===== config.mk =====
export PLATFORM = sky130hd
export DESIGN_NAME = multicycle_ctrl
export DESIGN_NICKNAME = d
export VERILOG_FILES = /design/src/rtl/core_pkg.sv /design/src/rtl/imm_src_decoder.sv /design/src/rtl/multicycle_ctrl.sv
export SDC_FILE = /design/constraint.sdc
export NUM_CORES = 1
export LEC_CHECK = 0
export BUFFER_PORTS_ARGS = -buffer_cell sky130_fd_sc_hd__buf_2
export CAP_MARGIN = 0
export CORE_UTILIZATION = 53
export DETAILED_ROUTE_END_ITERATION = 12
export PLACE_DENSITY_LB_ADDON = 0.15
export SYNTH_ARGS = -nofsm -noshare
export SYNTH_HDL_FRONTEND = slang
export SYNTH_SLANG_ARGS = --single-unit

===== constraint.sdc =====
create_clock -name clk -period 5.05 [get_ports clk]
set_clock_uncertainty 0.2 [all_clocks]
set_input_delay 0.505 -clock clk [delete_from_list [all_inputs] [get_ports clk]]
set_output_delay 0.505 -clock clk [all_outputs]
set_load 0.01 [all_outputs]

===== src/rtl/core_pkg.sv =====
// core_pkg: shared encodings for the multicycle RV32I control path.
package core_pkg;

  typedef enum logic [3:0] {
    S_FETCH,
    S_DECODE,
    S_MEMADR,
    S_MEMRD,
    S_MEMWB,
    S_MEMWR,
    S_EXECR,
    S_EXECI,
    S_ALUWB,
    S_JAL,
    S_BEQ,
    S_TRAP
  } state_t;

  localparam logic [6:0] OP_LOAD   = 7'b0000011;
  localparam logic [6:0] OP_STORE  = 7'b0100011;
  localparam logic [6:0] OP_R      = 7'b0110011;
  localparam logic [6:0] OP_I      = 7'b0010011;
  localparam logic [6:0] OP_BRANCH = 7'b1100011;
  localparam logic [6:0] OP_JAL    = 7'b1101111;

  localparam logic [1:0] ALU_ADD   = 2'b00;
  localparam logic [1:0] ALU_SUB   = 2'b01;
  localparam logic [1:0] ALU_FUNCT = 2'b10;

  localparam logic [1:0] RES_ALUOUT = 2'b00;
  localparam logic [1:0] RES_MEM    = 2'b01;
  localparam logic [1:0] RES_ALU    = 2'b10;

  localparam logic [1:0] SRCA_PC    = 2'b00;
  localparam logic [1:0] SRCA_OLDPC = 2'b01;
  localparam logic [1:0] SRCA_RS1   = 2'b10;

  localparam logic [1:0] SRCB_RS2  = 2'b00;
  localparam logic [1:0] SRCB_IMM  = 2'b01;
  localparam logic [1:0] SRCB_FOUR = 2'b10;

  localparam logic [1:0] IMM_I = 2'b00;
  localparam logic [1:0] IMM_S = 2'b01;
  localparam logic [1:0] IMM_B = 2'b10;
  localparam logic [1:0] IMM_J = 2'b11;

  // States that own the memory port and wait on mem_ready.
  function automatic logic is_mem_state(input state_t s);
    return (s == S_FETCH) || (s == S_MEMRD) || (s == S_MEMWR);
  endfunction

endpackage


===== src/rtl/imm_src_decoder.sv =====
// imm_src_decoder: selects the immediate format from the opcode.
module imm_src_decoder
  import core_pkg::*;
(
  input  logic [6:0] opcode,
  output logic [1:0] imm_src
);

  // Loads, I-type ALU and anything unknown use the I format.
  always_comb begin
    imm_src = IMM_I;
    case (opcode)
      OP_STORE:  imm_src = IMM_S;
      OP_BRANCH: imm_src = IMM_B;
      OP_JAL:    imm_src = IMM_J;
      default:   imm_src = IMM_I;
    endcase
  end

endmodule


===== src/rtl/multicycle_ctrl.sv =====
// multicycle_ctrl: main control FSM of the multicycle RV32I core.
//
// Memory handshake: mem_req is raised in FETCH/MEMRD/MEMWR and held until a
// cycle in which mem_ready=1; that cycle completes the access and the FSM
// leaves the state on the following edge. mem_ready while mem_req=0 is
// ignored. If MEM_TIMEOUT waiting cycles pass without mem_ready, the FSM
// enters TRAP; mem_ready on the limit cycle still completes the access.
module multicycle_ctrl
  import core_pkg::*;
#(
  parameter int MEM_TIMEOUT = 255
) (
  input  logic       clk,
  input  logic       reset,
  input  logic [6:0] opcode,
  input  logic       zero,
  input  logic       mem_ready,
  output logic       mem_req,
  output logic       mem_write,
  output logic       adr_src,
  output logic       ir_write,
  output logic       pc_write,
  output logic       reg_write,
  output logic [1:0] result_src,
  output logic [1:0] alu_src_a,
  output logic [1:0] alu_src_b,
  output logic [1:0] alu_op,
  output logic [1:0] imm_src,
  output logic       trap,
  output state_t     state_dbg
);

  localparam int TW = $clog2(MEM_TIMEOUT + 1);

  state_t        state;
  state_t        next_state;
  logic [TW-1:0] cnt;
  logic          mem_wait;
  logic          timeout;

  assign mem_wait  = is_mem_state(state) && !mem_ready;
  assign timeout   = mem_wait && (cnt == TW'(MEM_TIMEOUT));
  assign state_dbg = state;

  imm_src_decoder u_imm (
    .opcode  (opcode),
    .imm_src (imm_src)
  );

  // State register.
  always_ff @(posedge clk or posedge reset) begin
    if (reset) state <= S_FETCH;
    else       state <= next_state;
  end

  // Wait counter: counts unanswered request cycles, zero everywhere else.
  always_ff @(posedge clk or posedge reset) begin
    if (reset)                    cnt <= '0;
    else if (mem_wait && !timeout) cnt <= cnt + 1'b1;
    else                          cnt <= '0;
  end

  // Sticky trap flag, set together with the move into TRAP.
  always_ff @(posedge clk or posedge reset) begin
    if (reset)                     trap <= 1'b0;
    else if (next_state == S_TRAP) trap <= 1'b1;
  end

  // Next-state sequencing.
  always_comb begin
    next_state = state;
    case (state)
      S_FETCH: begin
        if (mem_ready)    next_state = S_DECODE;
        else if (timeout) next_state = S_TRAP;
      end
      S_DECODE: begin
        case (opcode)
          OP_LOAD, OP_STORE: next_state = S_MEMADR;
          OP_R:              next_state = S_EXECR;
          OP_I:              next_state = S_EXECI;
          OP_BRANCH:         next_state = S_BEQ;
          OP_JAL:            next_state = S_JAL;
          default:           next_state = S_TRAP;
        endcase
      end
      S_MEMADR: next_state = (opcode == OP_LOAD) ? S_MEMRD : S_MEMWR;
      S_MEMRD: begin
        if (mem_ready)    next_state = S_MEMWB;
        else if (timeout) next_state = S_TRAP;
      end
      S_MEMWB: next_state = S_FETCH;
      S_MEMWR: begin
        if (mem_ready)    next_state = S_FETCH;
        else if (timeout) next_state = S_TRAP;
      end
      S_EXECR: next_state = S_ALUWB;
      S_EXECI: next_state = S_ALUWB;
      S_ALUWB: next_state = S_FETCH;
      S_JAL:   next_state = S_ALUWB;
      S_BEQ:   next_state = S_FETCH;
      S_TRAP:  next_state = S_TRAP;
      default: next_state = S_TRAP;
    endcase
  end

  // Moore output decode; everything is forced low while reset is held so the
  // memory request drops as soon as reset rises.
  always_comb begin
    mem_req    = 1'b0;
    mem_write  = 1'b0;
    adr_src    = 1'b0;
    ir_write   = 1'b0;
    pc_write   = 1'b0;
    reg_write  = 1'b0;
    result_src = RES_ALUOUT;
    alu_src_a  = SRCA_PC;
    alu_src_b  = SRCB_RS2;
    alu_op     = ALU_ADD;
    if (!reset) begin
      case (state)
        S_FETCH: begin
          mem_req    = 1'b1;
          alu_src_b  = SRCB_FOUR;
          result_src = RES_ALU;
          ir_write   = mem_ready;
          pc_write   = mem_ready;
        end
        S_DECODE: begin
          alu_src_a = SRCA_OLDPC;
          alu_src_b = SRCB_IMM;
        end
        S_MEMADR: begin
          alu_src_a = SRCA_RS1;
          alu_src_b = SRCB_IMM;
        end
        S_MEMRD: begin
          mem_req = 1'b1;
          adr_src = 1'b1;
        end
        S_MEMWB: begin
          result_src = RES_MEM;
          reg_write  = 1'b1;
        end
        S_MEMWR: begin
          mem_req   = 1'b1;
          mem_write = 1'b1;
          adr_src   = 1'b1;
        end
        S_EXECR: begin
          alu_src_a = SRCA_RS1;
          alu_op    = ALU_FUNCT;
        end
        S_EXECI: begin
          alu_src_a = SRCA_RS1;
          alu_src_b = SRCB_IMM;
          alu_op    = ALU_FUNCT;
        end
        S_ALUWB: reg_write = 1'b1;
        S_JAL: begin
          alu_src_a = SRCA_OLDPC;
          alu_src_b = SRCB_FOUR;
          pc_write  = 1'b1;
        end
        S_BEQ: begin
          alu_src_a = SRCA_RS1;
          alu_op    = ALU_SUB;
          pc_write  = zero;
        end
        default: ;
      endcase
    end
  end

endmodule


=== Yosys cells after proc, flatten, opt, wreduce, memory -nomap -nowiden ===
Index checks and enable logic that the tools add are counted.
W data, S select, Z words.

* Output and inout bits: 21
* Word-level logic and storage cells: 70
* Input port bits: 11
* Register bits after elaboration: 13

* Muxes and demuxes: 29
* Add/subtract/negate cells: 1
* Reduce and logical (&&, ||, !) cells: 19
* Equal/unequal tests: 18

{| class="wikitable"
|+ Operator list
! cell !! count
|-
| $pmux W4 S7 || 1
|-
| $pmux W4 S5 || 1
|-
| $eq A4 B3 Y1 const B || 4
|-
| $eq A4 B4 Y1 const B || 4
|-
| $mux W4 || 4
|-
| $pmux W2 S2 || 4
|-
| $eq A7 B6 Y1 const B || 2
|-
| $eq A7 B7 Y1 const B || 2
|-
| $reduce_or A2 Y1 || 6
|-
| $reduce_or A3 Y1 || 4
|-
| $mux W1 || 11
|-
| $add A8 B1 Y8 const B || 1
|-
| $eq A4 B2 Y1 const B || 2
|-
| $eq A8 B8 Y1 const B || 1
|-
| $mux W2 || 4
|-
| $mux W8 || 1
|-
| $eq A7 B2 Y1 const B || 1
|-
| $eq A7 B5 Y1 const B || 1
|-
| $pmux W2 S3 || 1
|-
| $eq A4 B1 Y1 const B || 1
|-
| $logic_not A4 Y1 || 1
|-
| $reduce_or A4 Y1 || 1
|-
| $logic_and A1 B1 Y1 || 3
|-
| $mux W3 || 1
|-
| 3 further kinds || 5
|}

=== Longest topological paths before layout ===
Gate-level depths: netlist of the first run.

* Word-level depth: 9
* Mapped depth: 6
* Gate-level depth less buffers: 6

=== Hierarchy ===
From an unflattened synthesis of the first run, not the netlist that was laid out.

* Cells, all modules: 125
* Area, all modules: 1028.5 um^2

{| class="wikitable"
|+ Modules (own cells, without submodules)
! module !! area each (um^2) !! instances !! cells each !! seq. area each (um^2)
|-
| multicycle_ctrl || 984.7 || 1 || 119 || 325.3
|-
| imm_src_decoder || 43.8 || 1 || 6 || 0.0
|}

=== Worst setup path after synthesis of the first run ===
No wires, ideal clock.

* Path kind: flip-flop to output port
* From: register state[2], in the netlist state_dbg[2]
* To: output port ir_write
* Path buffers: 1
* Path slack: 2.747 ns
* Stages on the path, launching flop included: 5
* Arrival: 1.598 ns
* Data required time: 4.345 ns
* Path through: dfrtp_1 > buf_2 > or2_2 > nor4_1 > and2_1

* Word-level cells in the longest chain between the ends: 3

{| class="wikitable"
|+ Ends and longest elaborated chain
! item !! line !! text
|-
| start, declared || multicycle_ctrl.sv:35 || <nowiki>state_t state;</nowiki>
|-
| start signal, assigned || multicycle_ctrl.sv:53 || <nowiki>else state <= next_state;</nowiki>
|-
| $logic_not A4 Y1 || multicycle_ctrl.sv:121 || <nowiki>case (state)</nowiki>
|-
| $mux W1 || multicycle_ctrl.sv:121 ||
|-
| $mux W1 || multicycle_ctrl.sv:120 || <nowiki>if (!reset) begin</nowiki>
|-
| end, declared || multicycle_ctrl.sv:21 || <nowiki>output logic ir_write,</nowiki>
|}

No other way between the ends.

=== Worst setup path after layout of the first run ===
* From: register state[2], in the netlist state_dbg[2]
* To: output port mem_req

* Word-level cells in the longest chain between the ends: 4
* Elaborated cells on any way between the ends: 6
* Those cells by class: eq/ne (2); mux (2); reduce/logical (2)

{| class="wikitable"
|+ Ends and longest elaborated chain
! item !! line !! text
|-
| $eq A4 B2 Y1 (tied with other cells) || multicycle_ctrl.sv:121 ||
|-
| $reduce_or A3 Y1 (no line) * || -- ||
|-
| $mux W1 * || multicycle_ctrl.sv:121 ||
|-
| $mux W1 * || multicycle_ctrl.sv:120 ||
|-
| end, declared || multicycle_ctrl.sv:18 || <nowiki>output logic mem_req,</nowiki>
|}

Every way passes the cells marked *; elsewhere a longest branch is shown, timed or not.

==> results of run 1 <==
## state kept, by name, summed over array words and instances (netlist names)
name / count
cnt: 8
state_dbg: 4
trap: 1
## worst max path at each step
stage / endpoint / slack (ns) / cells after the start
final: mem_req / 2.41 / 4
after global routing: mem_req / 2.30 / 4
after CTS: mem_req / 2.43 / 4
after detailed placement: mem_req / 2.75 / 4
after global placement: ir_write / 2.83 / 4
after floorplan: ir_write / 2.75 / 4
## per-stage QoR
step,instances,hold slack (ns)
final,177,0.125
after global routing,177,0.172
after CTS,177,0.125
after detailed placement,173,0.277
after global placement,173,0.272
after floorplan,125,0.255
## cell families (layout without fill, tap and decap cells)
kind of cell,after synthesis,in the layout,synth area share
AOI/OAI and AO/OA,23,23,0.166
xor gates and xnor gates,10,10,0.0886
adders and majority gates,2,2,0.0228
buffers and inverters,11,38,0.0443
DFF,13,13,0.329
and+or+nand+nor,66,66,0.349
## routing by layer
| metal | GRT usage | share of wire | vias up |
|---|---|---|---|
| met4 | 0.0727 | 0.0088 | 0 |
| met3 | 0.0480 | 0.034 | 2 |
| met2 | 0.348 | 0.44 | 25 |
| met5 | 0 | 0 | - |
| met1 | 0.374 | 0.51 | 459 |
| li1 | - | - | 497 |
## placed cells by master, fill, tap and decap left out, drive strengths merged, types with 2 or more instances in the layout
cell / count
a21oi: 7
and3: 2
buf: 31
clkbuf: 4
dfrtp: 13
inv: 3
nand2: 12
nand2b: 3
nand3: 6
nor2: 16
nor2b: 3
nor3: 6
nor4: 3
o21ai: 5
or2: 2
or3: 5
xnor2: 5
xor2: 5
## power breakdown
group | switching [mW] | internal, mW | total (mW)
clock | 0.0338 | 0.0306 | 0.0644
sequential | 0.0746 | 0.125 | 0.200
combinational | 0.143 | 0.128 | 0.271
total | 0.251 | 0.284 | 0.535
## cell type report
class	instances	area, sq um	share of cell area
Inverter	3	11.3	0.00964
Sequential cell	13	325	0.278
Tap cell	25	31.3	0.0268
Timing Repair Buffer	31	155	0.133
Multi-Input combinational cell	101	619	0.530
Clock buffer	4	26.3	0.0225
==> metrics.md, run 1 <==
| Metric | Value |
|---|---|
| Drt pass-1 iters | 7 |
| Final Hold Fails | 0 |
| Core Box Area | 0.00175 sq mm |
| CP cell instances | or2_2, nor4_1, or2_2, buf_2 |
| Worst Hold Class | in -> async |
| Post-route minimum period | ~2.6 ns |
| Synth warnings | 0 |
| Clock Latency Late Sink | 0.27 ns |
| Max Root-Sink Buffers | 2 |
| Worst EP arrival | 1.94 ns |
| DIE WIDTH | between 40 and 50 um |
| Pre-CTS WS | approximately 2.7 ns |
| Starting DRC count in detailed routing | 40 |
| Critical Path Sink Type | primary output |
| Total Die Area | between 0.002 and 0.0025 sq mm |
| Part of the cycle the worst path needs | 0.523 |
| Diodes inserted | 0 |
| Setup TNS | 0 ns |
| Post-synth EDFFs | 0 |
| Top_reg_cell synth | dfrtp_1 |
| Synthesized cell area | around 990 sq um |
| Delay-heaviest family, CP | simple AND/OR/NAND/NOR gates |
| CTS tree | yes |
| Num CTS Buffers | 3 |
| Root Driver | clkbuf_4 |
| Slew Limit Fails | 0 |
| Gate Count Post-Synth | about 130 |
| Power Total | between 0.5 and 0.6 mW |
| Register bit total from synthesis | 13 |
| Commonest cells post-synth | nor2_1, dfrtp_1, nand2_1 |
| Die height | between 40 and 50 um |
| Rows | 15 |
| Most frequent cell after synthesis | nor2_1 |
| Max-cap viol count | 0 |
| Vias per cell | about 5.6 |
| Nets | between 150 and 200 |
| First-pass GRT wire length | 3.67 mm |
| Initial antenna violation count | 0 |
| Dpl hpwl | 1.63 mm |
| RR Startpoint | state_dbg[1] |
| Post-synthesis to final-layout area growth | 18.2% |
| Post-CTS sizing | 0 |
| Share of cells above drive strength 1 | 0.270 |
| F_max | 379 MHz |
| Lkg Pwr | around 0.54 nW |
| RSZ-0062 raised after global routing | no |
| IO buf count | 31 |
| Outcome | finished clean |
| Reg2reg path depth | 5 |
| Placed inst area | 0.00114 sq mm |
| Crit path top cell by count | or2_2 |
| Top-Level Pins | 32 |
| Synthesized area per cell | roughly 7.9 sq um |
| Filler cells | between 150 and 200 |
| Setup crit start kind | flip-flop |
| R2R Setup Slk | about 2.8 ns |
| Slew headroom | 0.585 |
| Drt wl/cell | around 12 um |
| Vias in the first global route | between 800 and 900 |
| Synth top area share | 0.329 |
| Critical Path Fanout Max | 19 |
| Clk slew on worst S/H paths | 0.08 ns |
| Slew @ Worst Pin | a little over 0.6 ns |
| Sequential element share of the synthesized area | 0.329 |
| Worst reg2reg endpoint | trap |
| Crit path largest cell delay | 0.60 ns |
| Total gr overflow | 0 |
| Initial core utilization | 0.566 |
| Synth area leaders | dfrtp_1, nor2_1, nand2_1 |
| Asr flop ratio synth | 1.00 |
| # hold bufs at CTS | 0 |
| Largest net degree at the start of global routing | 22 |
| Worst Path Buf+Inv | 1 |
| Max VDD drop | 0.352 mV |
| RePlAce Congestion | a little under 0.8 |
| PnR worst setup slack | 2.41 ns |
| Worst EP required | about 4.4 ns |
| Core Util, Final | 0.670 |
| Slowest CP cell | dfrtp_1 |
| Postcts setup bufs | 0 |
| Via count | 983 |
| GRT Util Overall | 0.246 |
| Critical path class | reg -> out |
| Synth cell types | 43 |
| Post-synth net total | around 140 |
| WL final | around 2.2 mm |
| Clock Sink Count | 13 |
| Post-route DRC | 0 |
| Worst Setup SP | state_dbg[2] |
| Synth area leader | dfrtp_1 |
| Power Density | approximately 460 mW/mm^2 |
| H-tree depth | 1 |
| Final ANT Viol Nets | 0 |
| Final instance area | around 0.0012 sq mm |
| Final Setup Violations | 0 |
Note: power is estimated with default switching activity, not from simulation.
==> inputs of run 2 (changes only) <==
- ABC_AREA: not set -> 1
- CORE_UTILIZATION: 53 -> 50
- clock period: 5.05 -> 2.65 ns (I/O delays scaled with it)
==> metrics.md, run 2 <==
| Metric | Value |
|---|---|
| Synthesized area per cell | 6.84 sq um (-13%) |
| Synth top area share | 0.328 (-0.00125) |
| Top_reg_cell synth | dfrtp_1 |
| Commonest non-fill, non-tap cells in the layout | nand2_1, buf_2, nor2_1, inv_1, dfrtp_1 |
| Slew Limit Fails | 0 (unchanged) |
| Delay-heaviest family, CP | buffers and inverters |
| Slew headroom | 0.779 (+0.194) |
| Worst Setup SP | reset |
| Setup crit start kind | primary input |
| Synth area leaders | dfrtp_1, nand2_1, nor2_1 |
| Drt pass-1 iters | 4 (-3) |
| WP depth | 6 (+2) |
| Post-synthesis to final-layout area growth | 23.0% |
| Commonest cells post-synth | nand2_1, nor2_1, inv_1 |
| Final Hold Fails | 0 (unchanged) |
| RePlAce Congestion | 0.885 (+12%) |
| Largest net degree at the start of global routing | 13 (-41%) |
| Critical Path Sink Type | primary output |
| Filler cells | 175 (+11%) |
| Final instance area | 0.00122 sq mm (+4.4%) |
| Num CTS Buffers | 3 (unchanged) |
| Register bit total from synthesis | 13 (unchanged) |
| Drt wl/cell | 10.7 um (-12%) |
| CTS tree | yes |
| Crit path top cell by count | buf_2 |
| Max Root-Sink Buffers | 2 (unchanged) |
| # hold bufs at CTS | 1 (+1) |
| Core Box Area | 0.00180 sq mm (+3.2%) |
| Placed inst area | 0.00118 sq mm (+3.5%) |
| Starting DRC count in detailed routing | 16 (-60%) |
| Sequential element share of the synthesized area | 0.328 (-0.00125) |
| Root Driver | clkbuf_4 |
| RSZ-0062 raised after global routing | no |
| Lkg Pwr | 0.668 nW (+24%) |
| Power Density | 797 mW/mm^2 (+74%) |
| Nets | 194 (+18%) |
| Part of the cycle the worst path needs | 0.806 |
| H-tree depth | 1 (unchanged) |
| Synthesized cell area | 992 sq um (+0.38%) |
| Via count | 1034 (+5.2%) |
| Setup TNS | 0 ns (unchanged) |
| Post-route DRC | 0 (unchanged) |
| Synth warnings | 0 (unchanged) |
| Die height | 46.5 um (+3.0%) |
| Most frequent cell after synthesis | nand2_1 |
| Clk slew on worst S/H paths | 0.08 ns (about the same) |
| Vias per cell | 5.02 (-9.6%) |
| Critical path class | in -> out |
| GRT Util Overall | 0.240 (-0.00592) |
| Dpl hpwl | 1.82 mm (+11%) |
| Clock Sink Count | 13 (unchanged) |
| Post-route minimum period | between 2 and 2.5 ns |
| Diodes inserted | 0 (unchanged) |
| Total Die Area | 0.00217 sq mm (+6.1%) |
| Rows | 15 (unchanged) |
| Synth area leader | dfrtp_1 |
| Final Setup Violations | 0 (unchanged) |
| Outcome | finished clean |
| Vias in the first global route | 882 (+7.3%) |
| CP cell instances | dlygate4sd3_1, buf_2, inv_1, nand2_1, nor2_1, buf_2 |
| Final ANT Viol Nets | 0 (unchanged) |
| Max VDD drop | 0.439 mV (+25%) |
| RR Startpoint | cnt[0] |
| R2R Setup Slk | 0.94 ns (-1.87 ns) |
| First-pass GRT wire length | 3.72 mm (+1.3%) |
| Worst EP required | 2.18 ns (-2.17 ns) |
| Asr flop ratio synth | 1.00 (unchanged) |
| Post-synth EDFFs | 0 (unchanged) |
| IO buf count | 31 (unchanged) |
| Worst reg2reg endpoint | trap |
| Post-CTS sizing | 0 (unchanged) |
| Critical Path Fanout Max | 12 (-7) |
| Worst Path Buf+Inv | 4 (+3) |
| Worst EP arrival | 1.67 ns (-0.27 ns) |
| Top-Level Pins | 32 (unchanged) |
| Reg2reg path depth | 8 (+3) |
| DIE WIDTH | 46.5 um (+3.0%) |
| Slew @ Worst Pin | 0.331 ns (-0.291 ns) |
| Max-cap viol count | 0 (unchanged) |
| Top reg by flops | cnt |
| Initial core utilization | 0.551 (-0.0156) |
| Slowest CP cell | dlygate4sd3_1 |
| WL final | 2.21 mm (+2.4%) |
| Initial antenna violation count | 0 (unchanged) |
| Crit path largest cell delay | 0.53 ns (-0.07 ns) |
| Synth cell types | 26 (-40%) |
| Hold_sp | mem_ready |
| Worst Hold Class | in -> reg |
| Share of cells above drive strength 1 | 0.304 (+0.0341) |
| Setup crit end | result_src[0] |
| Total gr overflow | 0 (unchanged) |
| F_max | roughly 470 MHz |
| Gate Count Post-Synth | 145 (+16%) |
| Clock Latency Late Sink | 0.28 ns (about the same) |
| Post-synth net total | 157 (+15%) |
| Max FFs per register | 8 (unchanged) |
| Postcts setup bufs | 0 (unchanged) |
[run 2: final cells by class]
type	instances	area [sq um]	share of cell area
Tap cell	25	31.3	0.0256
Clock buffer	3	22.5	0.0185
Sequential cell	13	325	0.267
Inverter	23	86.3	0.0708
Multi-Input combinational cell	108	577	0.473
Timing Repair Buffer	33	173	0.142
Clock inverter	1	5.00	0.00410
[run 2: where the power goes]
part	internal (mW)	switching, mW	leakage [nW]
logic	0.191	0.363	0.479
clock network	0.0560	0.0685	0.0177
registers	0.235	0.0578	0.170
total	0.482	0.490	0.668
[run 2: worst reg2reg max path, stage by stage, from the launching register on]
cell and delay, ns:
dfrtp_1 0.37, ha_1 0.19, nand2_2 0.09, nor2_4 0.16
nand4_1 0.18, nand3b_1 0.23, nand2_1 0.10, nand3_1 0.08
nand2_1 0.05
[run 2: worst min-delay path by stage]
stage	slack (ns)	endpoint	cells past startpoint
floorplan	-0.04	cnt[0]	1
finish	0.11	state_dbg[2]	3
global placement	0.12	cnt[4]	2
detailed placement	0.13	cnt[4]	2
global route	0.12	state_dbg[2]	3
CTS	0.10	state_dbg[2]	3
[run 2: metal layers]
layer	part of all wire	track usage	wire length (um)
met1	0.48	0.306	1070
met4	0	0.0412	0
met5	0	0	0
met3	0.050	0.0667	111
met2	0.47	0.403	1030
[run 2: logic make-up (layout without fill, tap and decap cells)]
family	Yosys count	after routing	share of synthesized area
AO/OA/AOI/OAI	17	17	0.105
flip-flops	13	13	0.328
buffers and inverters	24	60	0.0908
AND/OR/NAND/NOR	89	89	0.455
adder cells (fa/ha/maj)	1	1	0.0126
XOR/XNOR	1	1	0.00883
[run 2: metrics by stage]
stage | total power, mW | cells | setup slack [ns] | hold WS [ns] | utilization
6_report | 0.972 | 206 | 0.513 | 0.107 | 0.677
5_1_grt | 1.07 | 206 | 0.396 | 0.118 | 0.677
2_1_floorplan | 0.685 | 145 | 0.988 | -0.0441 | -
4_1_cts | 0.978 | 206 | 0.487 | 0.100 | 0.677
3_3_place_gp | 0.837 | 201 | 0.915 | 0.123 | 0.656
3_5_place_dp | 0.846 | 201 | 0.896 | 0.126 | 0.656
==> inputs of run 3 (changes only) <==
- ABC_AREA: 1 -> 0
- CORE_UTILIZATION: 50 -> 49
- clock period: 2.65 -> 2.1 ns (I/O delays scaled with it)
==> metrics.md, run 3 (synthesized netlist as in run 1, its figures left out) <==
| Metric | Value |
|---|---|
| Outcome | finished clean |
| Slowest CP cell | or4b_1 |
| WL final | 2.39 mm (+8.1%) |
| First-pass GRT wire length | 3.82 mm (+2.6%) |
| Slew Limit Fails | 0 (unchanged) |
| IO buf count | 31 (unchanged) |
| Hold depth | 3 (unchanged) |
| Post-route DRC | 0 (unchanged) |
| Vias in the first global route | 894 (+1.4%) |
| Drt wl/cell | 12.7 um (+18%) |
| Final Setup Violations | 0 (unchanged) |
| Initial core utilization | 0.549 (-0.00208) |
| Total Die Area | 0.00220 sq mm (+1.6%) |
| R2R Setup Slk | 0.08 ns (-0.86 ns) |
| Setup crit start kind | flip-flop |
| WHS Endpoint | state_dbg[2] |
| Core Box Area | 0.00180 sq mm (unchanged) |
| Hold_sp | opcode[4] |
| GRT Util Overall | 0.243 (+0.00297) |
| Via count | 1047 (+1.3%) |
| Commonest non-fill, non-tap cell in the layout | buf_2 |
| Setup TNS | 0 ns (unchanged) |
| Largest net degree at the start of global routing | 16 (+3) |
| Rows | 15 (unchanged) |
| Diodes inserted | 0 (unchanged) |
| Clk slew on worst S/H paths | 0.07 ns (about the same) |
| Critical path class | reg -> reg |
| Slew @ Worst Pin | 0.436 ns (+0.105 ns) |
| Worst EP arrival | 2.00 ns (+0.33 ns) |
| RePlAce Congestion | 0.811 (-8.4%) |
| Nets | 176 (-9.3%) |
| Max-cap viol count | 0 (unchanged) |
| Max Root-Sink Buffers | 2 (unchanged) |
| Worst reg2reg endpoint | state_dbg[2] |
| Slew headroom | 0.705 (-0.0737) |
| PnR worst setup slack | 0.0750 ns (-0.438 ns) |
| Share of cells above drive strength 1 | 0.331 (+0.0274) |
| Critical Path Fanout Max | 4 (-8) |
| Pre-CTS WS | 0.152 ns (-0.744 ns) |
| Total gr overflow | 0 (unchanged) |
| Reg2reg path depth | 6 (-2) |
| CP cell instances | buf_4, xnor2_1, a22oi_2, nor2_1, or4b_1, o21ai_1 |
| Post-synthesis to final-layout area growth | 29.0% |
| Critical Path Sink Type | flip-flop |
| Vias per cell | 5.57 (+11%) |
| Lkg Pwr | 0.596 nW (-11%) |
| Commonest non-fill, non-tap cells in the layout | buf_2, nor2_1, nand2_1, dfrtp_1 |
| Max VDD drop | 0.658 mV (+50%) |
| CTS tree | yes |
| Clock Sink Count | 13 (unchanged) |
| RR Startpoint | state_dbg[2] |
| RSZ-0062 raised after global routing | no |
| Num CTS Buffers | 3 (unchanged) |
| Drt pass-1 iters | 4 (unchanged) |
| Power Density | 1130 mW/mm^2 (+42%) |
| Top reg by flops | cnt |
| Final ANT Viol Nets | 0 (unchanged) |
| F_max | between 400 and 500 MHz |
| Die height | 46.9 um (+0.79%) |
| Final Hold Fails | 0 (unchanged) |
| Worst Hold Class | in -> reg |
| Post-route minimum period | 2.02 ns |
| Root Driver | clkbuf_4 |
| H-tree depth | 1 (unchanged) |
| Clock Latency Late Sink | 0.27 ns (about the same) |
| Part of the cycle the worst path needs | 0.964 |
| Dpl hpwl | 1.78 mm (-1.9%) |
| DIE WIDTH | 46.9 um (+0.79%) |
| Initial antenna violation count | 0 (unchanged) |
| Worst EP required | 2.07 ns (-0.11 ns) |
| Top-Level Pins | 32 (unchanged) |
| Starting DRC count in detailed routing | 17 (+1) |
| Max FFs per register | 8 (unchanged) |
| Crit path largest cell delay | 0.50 ns (-0.03 ns) |
-- run 3: cell count changes in the layout (fill, tap and decap cells not counted), sizes merged, moves of 3 or more --
cell,change
inv,-19
nor4,+3
nand2,-26
xor2,+4
buf,+9
xnor2,+5
nor2,-17
nor2b,+3
or3,+5
nor3b,-3
nand2b,+3
-- run 3: timing repair --
action | in CTS | in global routing
endpoints found under the setup margin | 1 | 4
gates resized for setup | 1 | 5
hold buffers | 1 | 0
endpoints found under the hold margin | 13 | 0
setup buffers | 0 | 3
-- run 3: layer usage --
metal / vias to the layer above / share of wire / GRT usage
li1: 520 / - / -
met1: 501 / 0.48 / 0.332
met2: 24 / 0.48 / 0.378
met3: 2 / 0.036 / 0.0731
met4: 0 / 0.0033 / 0.0571
met5: - / 0 / 0
-- run 3: cell type report --
class,count,area [sq um]
multi-input combinational,101,628
fill,154,527
sequential,13,327
timing repair buffer,42,251
tap,25,31.3
clock buffer,4,26.3
inverter,3,11.3
-- run 3: worst max path at each step --
stage,depth (start not counted),to,slack [ns],from
after floorplan,4,ir_write,0.09,state_dbg[2]
after global placement,5,trap,0.19,opcode[3]
after detailed placement,6,trap,0.15,cnt[0]
after CTS,5,mem_req,0.008,state_dbg[2]
after global routing,6,mem_req,0.005,reset
final,6,state_dbg[2],0.08,state_dbg[2]
-- run 3: stage by stage --
stage | std cells | power (mW) | util | area, sq um | hold WS [ns]
after floorplan | 125 | 0.952 | - | 988 | 0.0888
after global placement | 180 | 1.21 | 0.663 | 1190 | 0.0985
after detailed placement | 180 | 1.23 | 0.663 | 1190 | 0.103
after CTS | 185 | 1.38 | 0.684 | 1230 | 0.107
after global routing | 188 | 1.57 | 0.708 | 1270 | 0.141
final | 188 | 1.45 | 0.708 | 1270 | 0.145
-- run 3: critical path: cells and delay by family (launching register included) --
kind,cells,cell delay (ns)
flops,1,0.44
xor+xnor,1,0.16
simple gates,2,0.62
buf+inv,1,0.16
compound gates,2,0.36
-- run 3: report_power, final --
group	switching (mW)	internal, mW
combinational	0.507	0.414
sequential	0.0743	0.305
clock	0.0728	0.0734
total	0.654	0.793
